[src/rtl/seq_comp_32.sv]
// Sequential magnitude comparator: walks the operands two bits per cycle, MSB pair first,
// and reports equal / not-equal / less-than / greater-than once the last pair is consumed.
module seq_comp_32 #(
    parameter int WIDTH = 32
) (
    input  logic             clock,
    input  logic             reset,
    input  logic             start,
    input  logic             is_signed,
    input  logic [WIDTH-1:0] data_operandA,
    input  logic [WIDTH-1:0] data_operandB,
    output logic             busy,
    output logic             ready,
    output logic             isEqual,
    output logic             isNotEqual,
    output logic             isLessThan,
    output logic             isGreaterThan
);

    localparam int CW = (WIDTH / 2 > 1) ? $clog2(WIDTH / 2) : 1;

    typedef enum logic [1:0] {
        IDLE = 2'd0,
        RUN  = 2'd1,
        DONE = 2'd2
    } state_t;

    state_t           r_state;
    state_t           w_next_state;
    logic [WIDTH-1:0] r_a;
    logic [WIDTH-1:0] r_b;
    logic [CW-1:0]    r_cnt;
    logic             r_eq;
    logic             r_gt;

    logic             w_capture;
    logic             w_step;
    logic             w_last;
    logic [WIDTH-1:0] w_a_shift;
    logic [WIDTH-1:0] w_b_shift;
    logic [1:0]       w_a_pair;
    logic [1:0]       w_b_pair;
    logic             w_eq_next;
    logic             w_gt_next;

    always_ff @(posedge clock) begin
        if (reset) begin
            r_state <= IDLE;
        end else begin
            r_state <= w_next_state;
        end
    end

    always_comb begin
        w_next_state = r_state;
        w_capture    = 1'b0;
        w_step       = 1'b0;
        w_last       = 1'b0;
        case (r_state)
            IDLE: begin
                if (start) begin
                    w_capture    = 1'b1;
                    w_next_state = RUN;
                end
            end
            RUN: begin
                w_step = 1'b1;
                if (r_cnt == '0) begin
                    w_last       = 1'b1;
                    w_next_state = DONE;
                end
            end
            DONE: begin
                if (start) begin
                    w_capture    = 1'b1;
                    w_next_state = RUN;
                end else begin
                    w_next_state = IDLE;
                end
            end
            default: w_next_state = IDLE;
        endcase
    end

    // The counter doubles as the pair index, so the current pair sits at bit 2*r_cnt.
    assign w_a_shift = r_a >> {r_cnt, 1'b0};
    assign w_b_shift = r_b >> {r_cnt, 1'b0};
    assign w_a_pair  = w_a_shift[1:0];
    assign w_b_pair  = w_b_shift[1:0];
    assign w_eq_next = r_eq & (w_a_pair == w_b_pair);
    assign w_gt_next = r_gt | (r_eq & (w_a_pair > w_b_pair));

    assign busy  = (r_state == RUN);
    assign ready = (r_state == DONE);

    always_ff @(posedge clock) begin
        if (reset) begin
            r_a           <= '0;
            r_b           <= '0;
            r_cnt         <= '0;
            r_eq          <= 1'b1;
            r_gt          <= 1'b0;
            isEqual       <= 1'b0;
            isNotEqual    <= 1'b0;
            isLessThan    <= 1'b0;
            isGreaterThan <= 1'b0;
        end else begin
            if (w_capture) begin
                // Flipping the sign bit maps two's-complement order onto unsigned order.
                r_a   <= {data_operandA[WIDTH-1] ^ is_signed, data_operandA[WIDTH-2:0]};
                r_b   <= {data_operandB[WIDTH-1] ^ is_signed, data_operandB[WIDTH-2:0]};
                r_cnt <= CW'(WIDTH / 2 - 1);
                r_eq  <= 1'b1;
                r_gt  <= 1'b0;
            end else if (w_step) begin
                r_eq <= w_eq_next;
                r_gt <= w_gt_next;
                if (!w_last) begin
                    r_cnt <= r_cnt - CW'(1);
                end
            end
            if (w_last) begin
                isEqual       <= w_eq_next;
                isNotEqual    <= ~w_eq_next;
                isGreaterThan <= w_gt_next;
                isLessThan    <= ~w_eq_next & ~w_gt_next;
            end
        end
    end

endmodule
[config.mk]
export PLATFORM = sky130hd
export DESIGN_NAME = seq_comp_32
export DESIGN_NICKNAME = d
export VERILOG_FILES = /design/src/rtl/seq_comp_32.sv
export SDC_FILE = /design/constraint.sdc
export NUM_CORES = 1
export LEC_CHECK = 0
export ABC_CLOCK_PERIOD_IN_PS = 5000
export BUFFER_PORTS_ARGS = -buffer_cell sky130_fd_sc_hd__buf_2
export CAP_MARGIN = 20
export CORE_AREA = 2 2 85 87
export DETAILED_ROUTE_END_ITERATION = 8
export DIE_AREA = 0 0 87 89
export HOLD_SLACK_MARGIN = 0.1
export MAX_ROUTING_LAYER = met4
export PLACE_DENSITY = 0.82
export SLEW_MARGIN = 30
export SYNTH_ARGS = -nofsm -noshare
export SYNTH_HDL_FRONTEND = slang
export SYNTH_SLANG_ARGS = --single-unit
export TNS_END_PERCENT = 30
[constraint.sdc]
create_clock -name clock -period 5 [get_ports clock]
set_input_delay 0.5 -clock clock [delete_from_list [all_inputs] [get_ports clock]]
set_output_delay 0.5 -clock clock [all_outputs]
set_load 0.005 [all_outputs]
==> run_results.csv, run 1 <==
group,metric,value,unit
clocking,cts.repair.resized,0,
power_and_ir_drop,power.leakage,1.53,nW
yosys,yosysUniqueCellTypes,32,
power_and_ir_drop,internal-power,954,uW
worst_setup_path,worst-path-max-fanout,14,
yosys,ys_async_sr_fraction,0,
global_route,grt_use_total,0.195,
placed_design,place_congestion,0.814,
job,drv_cap,0,
power_and_ir_drop,clkPwrFrac,0.296,
global_route,grt_pass1_vias,2469,
sta,hold_viol_final,0,
power_and_ir_drop,power.share.switching,0.281,
placed_design,dp.cells,505,
worst_setup_path,r2r_slack,2.19,ns
power_and_ir_drop,power_density,351,mW/mm2
yosys,synth_nets,454,
floorplan,die_area,0.00774,mm2
hold_path,hold_path.class,"input port to flop",
clocking,cts_max_path_buffers,2,
worst_setup_path,crit_type,"flop to flop",
final_layout,layoutNonFillerInstCount,519,
routing,wl,7050,um
sta,clock_skew,0.00691,ns
clocking,htree_levels,3,
sta,fmax,0.356,GHz
sta,rsz0062_at_grt,"false",
yosys,synth_area_leaders,"dfxtp_1, nand2_1, mux4_2, a21oi_1, clkbuf_1",
floorplan,boundaryPins,74,
final_layout,antenna_cells,0,
yosys,syn_area,0.00328,mm2
final_layout,n_fill_cell,621,
yosys,synth-main-ff-cell,"dfxtp_1",
sta,worstMarginPinSlew,0.792,ns
floorplan,die_w,87,um
routing,drt_pre_antenna_iters,4,
worst_setup_path,critPathArrivalTime,3.06,ns
power_and_ir_drop,total_power,1.33,mW
power_and_ir_drop,p_comb_frac,0.182,
sta,slew_violations,0,
sta,setup_viol_count_final,0,
sta,fin_setup_tns,0,ns
floorplan,start_util,0.488,
power_and_ir_drop,switchingPower,373,uW
clocking,hold_buffers,0,
yosys,synth_area_per_cell,8.59,um2
yosys,synthCells,382,
routing,drc,0,
worst_setup_path,required,5.25,ns
routing,via_count,2724,
placed_design,io_buffers,73,
power_and_ir_drop,peakVddDrop,0.000165,V
yosys,synth_top_cell_area_share,0.464,
worst_setup_path,crit_path_end_kind,"flop",
yosys,synth_edf_count,0,
yosys,post-synth-top-count-cell,"nand2_1",
routing,drt_iter0_drc,130,
routing,vias_per_cell,5.25,
yosys,synth_commonest_cells,"nand2_1, dfxtp_1, a21oi_1",
global_route,gr-total-overflow,0,
yosys,synth_warnings,0,
final_layout,fin_util,0.563,
run_status,outcome,"finished, final reports clean",
clocking,cts_tree,"yes",
routing,ant_nets,0,
clocking,cts_inserted_buffers,9,
clocking,clk_latency,0.34,ns
worst_setup_path,startpoint_type,"flop",
sta,finalCritPeriodShare,0.562,
clocking,cts_root_buf,"clkbuf_8",
placed_design,dp_hpwl,4810,um
yosys,yosys.area.top_type,"dfxtp_1",
global_route,grt_pass1_wl,11300,um
sta,max_slew_margin,0.472,
floorplan,core_area,0.00672,mm2
sta,layout_min_cycle_time,2.81,ns
clocking,clkTransAtPathRegs,0.07,ns
floorplan,fp.dieH,89,um
power_and_ir_drop,seq_power_share,0.523,
final_layout,syn_to_final_growth,15.2,%
floorplan,rows,30,
routing,wl_per_cell,13.6,um
final_layout,nNetsFinal,508,
clocking,post-cts-setup-buffers,0,
final_layout,layout-drive-gt1-share,0.267,
yosys,ys_ff_latch,76,
clocking,numClockSinks,76,
yosys,yosysSeqAreaShare,0.464,
global_route,antenna_found_initial,0,
global_route,grt_start_max_net_pins,77,
## cell usage in the layout (no fill, tap or decap)
cell and n:
clkinv_2 3, inv_1 2, nor3_1 2, o22ai_1 6
a311oi_2 2, nand2_1 131, nor2b_4 1, dfxtp_1 75
nand3_1 3, nor4_1 1, dfxtp_2 1, and2_4 1
a21oi_1 66, nor2b_1 5, and3_1 1, clkbuf_1 1
clkbuf_8 10, or2_2 4, nand2b_4 1, a211oi_1 4
o21ai_0 1, o211ai_1 1, a31oi_1 1, a211oi_2 2
or2b_1 1, a211o_1 1, nand4b_1 1, buf_4 2
ha_1 4, or3b_4 1, nand2b_1 1, xnor2_1 3
nor2_1 11, mux4_2 16, buf_2 73
## power by group through the flow
stage	logic, mW	registers (mW)	clock network (mW)
5_1_grt	0.271	0.700	0.421
3_3_place_gp	0.229	0.705	0
6_report	0.241	0.693	0.393
3_5_place_dp	0.241	0.707	0
2_1_floorplan	0.207	0.676	0
4_1_cts	0.242	0.693	0.397
## through the flow
stage | cell area, um2 | worst slack [ns] | hold slack (ns)
after floorplan | 3280 | 2.70 | 0.433
after global placement | 3620 | 2.25 | 0.442
after detailed placement | 3620 | 2.09 | 0.447
after CTS | 3780 | 2.10 | 0.380
after global routing | 3780 | 1.97 | 0.382
final | 3780 | 2.19 | 0.389
## cells by family (layout without fill, tap and decap cells)
| group | after synthesis | after routing | share of synthesized area |
|---|---|---|---|
| AOI/OAI and AO/OA | 84 | 84 | 0.146 |
| xor gates and xnor gates | 3 | 3 | 0.00801 |
| adders and majority gates | 4 | 4 | 0.0153 |
| buffers and inverters | 34 | 91 | 0.0492 |
| DFF | 76 | 76 | 0.464 |
| muxes | 16 | 16 | 0.110 |
| and+or+nand+nor | 165 | 165 | 0.208 |
## per-layer routing
layer,part of all wire,global-route usage,vias up
li1,-,-,1394
met1,0.45,0.244,1254
met2,0.48,0.308,67
met3,0.050,0.0508,9
met4,0.015,0.0668,0
met5,0,-,-
## final timing paths
| check | startpoint | endpoint | depth (start not counted) |
|---|---|---|---|
| min | data_operandA[0] | r_a[0] | 3 |
| max | r_cnt[0] | r_gt | 9 |
| max reg2reg | r_cnt[0] | r_gt | 9 |
| min reg2reg | r_a[28] | r_a[28] | 2 |
## final cells by class
| class | instances | area, um2 | share of cell area |
|---|---|---|---|
| Clock buffer | 11 | 141 | 0.0374 |
| Clock inverter | 3 | 15.0 | 0.00397 |
| Inverter | 2 | 7.51 | 0.00199 |
| Multi-Input combinational cell | 272 | 1610 | 0.427 |
| Sequential cell | 76 | 1520 | 0.403 |
| Tap cell | 80 | 100 | 0.0265 |
| Timing Repair Buffer | 75 | 380 | 0.101 |
## sequential cells by signal (all words and copies together), names as in the netlist
name	flops
isNotEqual	1
r_b	32
r_a	32
r_state	2
isEqual	1
isGreaterThan	1
r_cnt	4
isLessThan	1
r_gt	1
r_eq	1
## worst max-delay path: stages (launching register included)
cell	delay, ns
dfxtp_1	0.78
mux4_2	0.59
nor2b_1	0.14
a211oi_1	0.23
a31oi_1	0.07
ha_1	0.32
nand2_1	0.10
o211ai_1	0.11
nor2b_1	0.16
nor4_1	0.22
(Power assumes the default switching activity.)
==> run 2: changes to the inputs <==
--- a/config.mk
+++ b/config.mk
@@ -5,15 +5,15 @@
 export SDC_FILE = /design/constraint.sdc
 export NUM_CORES = 1
 export LEC_CHECK = 0
-export ABC_CLOCK_PERIOD_IN_PS = 5000
+export ABC_CLOCK_PERIOD_IN_PS = 2550
 export BUFFER_PORTS_ARGS = -buffer_cell sky130_fd_sc_hd__buf_2
 export CAP_MARGIN = 20
-export CORE_AREA = 2 2 85 87
+export CORE_AREA = 2 2 86 88
 export DETAILED_ROUTE_END_ITERATION = 8
-export DIE_AREA = 0 0 87 89
+export DIE_AREA = 0 0 88 90
 export HOLD_SLACK_MARGIN = 0.1
 export MAX_ROUTING_LAYER = met4
-export PLACE_DENSITY = 0.82
+export PLACE_DENSITY = 0.84
 export SLEW_MARGIN = 30
 export SYNTH_ARGS = -nofsm -noshare
 export SYNTH_HDL_FRONTEND = slang
==> constraint.sdc (replaced) <==
create_clock -name clock -period 2.55 [get_ports clock]
set_input_delay 0.255 -clock clock [delete_from_list [all_inputs] [get_ports clock]]
set_output_delay 0.255 -clock clock [all_outputs]
set_load 0.005 [all_outputs]
==> run_results.csv, run 2 (synthesis results as in run 1) <==
group,metric,value,unit
run_status,outcome,"finished, final reports clean",
power_and_ir_drop,power_density,708,mW/mm2
floorplan,fp.dieH,90,um
clocking,clkTransAtPathRegs,0.08,ns
global_route,grt_use_total,0.208,
sta,max_slew_margin,0.516,
floorplan,die_w,88,um
clocking,cts_tree,"yes",
floorplan,boundaryPins,74,
routing,drt_pre_antenna_iters,4,
routing,drc,0,
final_layout,fin_area,0.00394,mm2
sta,finalCritPeriodShare,0.938,
final_layout,antenna_cells,0,
final_layout,layoutNonFillerInstCount,546,
floorplan,core_area,0.00702,mm2
clocking,cts_root_buf,"clkbuf_8",
worst_setup_path,crit_chain,"mux4_2 -> o22ai_1 -> or2_2 -> ha_1 -> nor2b_1 -> o211ai_1 -> nor2b_1 -> a211oi_1",
worst_setup_path,reg2reg_depth,8,
final_layout,layout_commonest_cell,"nand2_1",
worst_setup_path,max_stage_delay,0.66,ns
clocking,hold_buffers,0,
global_route,antenna_found_initial,0,
sta,postLayoutSetupSlackWorst,0.158,ns
routing,wl,7480,um
power_and_ir_drop,power.leakage,1.58,nW
sta,fin_setup_tns,0,ns
clocking,htree_levels,3,
final_layout,nNetsFinal,514,
global_route,grt_pass1_vias,2701,
final_layout,largestRegisters,"r_a (32), r_b (32), r_cnt (4)",
sta,rsz0062_at_grt,"false",
hold_path,hold_path.class,"input port to flop",
power_and_ir_drop,peakVddDrop,0.000430,V
final_layout,layout-drive-gt1-share,0.282,
worst_setup_path,critPathArrivalTime,2.61,ns
sta,worstMarginPinSlew,0.726,ns
floorplan,start_util,0.467,
placed_design,pre_cts_ws,0.157,ns
sta,setup_viol_count_final,0,
clocking,clk_latency,0.36,ns
final_layout,syn_to_final_growth,20.2,%
routing,drt_iter0_drc,163,
global_route,grt_pass1_wl,12500,um
worst_setup_path,cp_slowest_cell,"dfxtp_1",
sta,fmax,0.418,GHz
worst_setup_path,required,2.77,ns
routing,ant_nets,0,
floorplan,die_area,0.00792,mm2
placed_design,dp_hpwl,5450,um
clocking,cts_max_path_buffers,2,
routing,vias_per_cell,5.09,
routing,via_count,2779,
sta,clock_skew,0.00706,ns
worst_setup_path,worst-path-max-fanout,14,
sta,slew_violations,0,
floorplan,rows,31,
worst_setup_path,r2r_slack,0.16,ns
worst_setup_path,crit_top_cell,"nor2b_1",
placed_design,placed_area,0.00374,mm2
worst_setup_path,crit_type,"flop to flop",
placed_design,place_congestion,0.884,
worst_setup_path,crit_path_end_kind,"flop",
worst_setup_path,startpoint_type,"flop",
routing,wl_per_cell,13.7,um
final_layout,final_cell_mix,"nand2_1, dfxtp_1, buf_2",
global_route,gr-total-overflow,0,
sta,hold_viol_final,0,
power_and_ir_drop,total_power,2.79,mW
sta,layout_min_cycle_time,2.39,ns
hold_path,hold_depth,3,
clocking,cts_inserted_buffers,9,
placed_design,io_buffers,73,
job,drv_cap,0,
placed_design,dp.cells,530,
clocking,numClockSinks,76,
global_route,grt_start_max_net_pins,42,
==> run 2: routing by layer <==
layer,part of all wire,global-route usage,vias to the layer above
met4,0.024,0.0987,0
met5,0,-,-
met3,0.049,0.0450,14
li1,-,-,1409
met1,0.42,0.255,1288
met2,0.51,0.324,68
==> run 2: final cells by class <==
cell class	instances	area [um2]
Timing Repair Buffer	81	475
Inverter	2	7.51
Fill cell	606	3080
Sequential cell	76	1520
Clock buffer	11	141
Tap cell	99	124
Clock inverter	5	58.8
Multi-Input combinational cell	272	1610
==> run 2: repair_timing <==
action,4_1_cts,5_1_grt
gates resized for setup,0,2
buffers inserted,0,0
endpoints found under the setup margin,0,2
==> run 2: worst max-delay path: cells and delay by family (launching register included) <==
kind	cells	cell delay [ns]
mux	1	0.31
compound gates	3	0.34
fa+ha+maj	1	0.31
simple gates	3	0.62
flops	1	0.66
==> run 2: final timing paths <==
check,from,end
max,r_cnt[2],isGreaterThan
min,data_operandA[18],r_a[18]
max reg2reg,r_cnt[2],isGreaterThan
min reg2reg,r_b[27],r_b[27]
==> run 2: power by group <==
part           internal [mW]  switching (mW)
logic                  0.262           0.266
clock network          0.480           0.446
registers               1.27          0.0682
total                   2.01           0.780
==> run 2: metrics by stage <==
stage                      util  hold WS (ns)
after floorplan               -         0.391
after global placement    0.532         0.445
after detailed placement  0.532         0.449
after CTS                 0.561         0.119
after global routing      0.562         0.126
final                     0.562         0.122
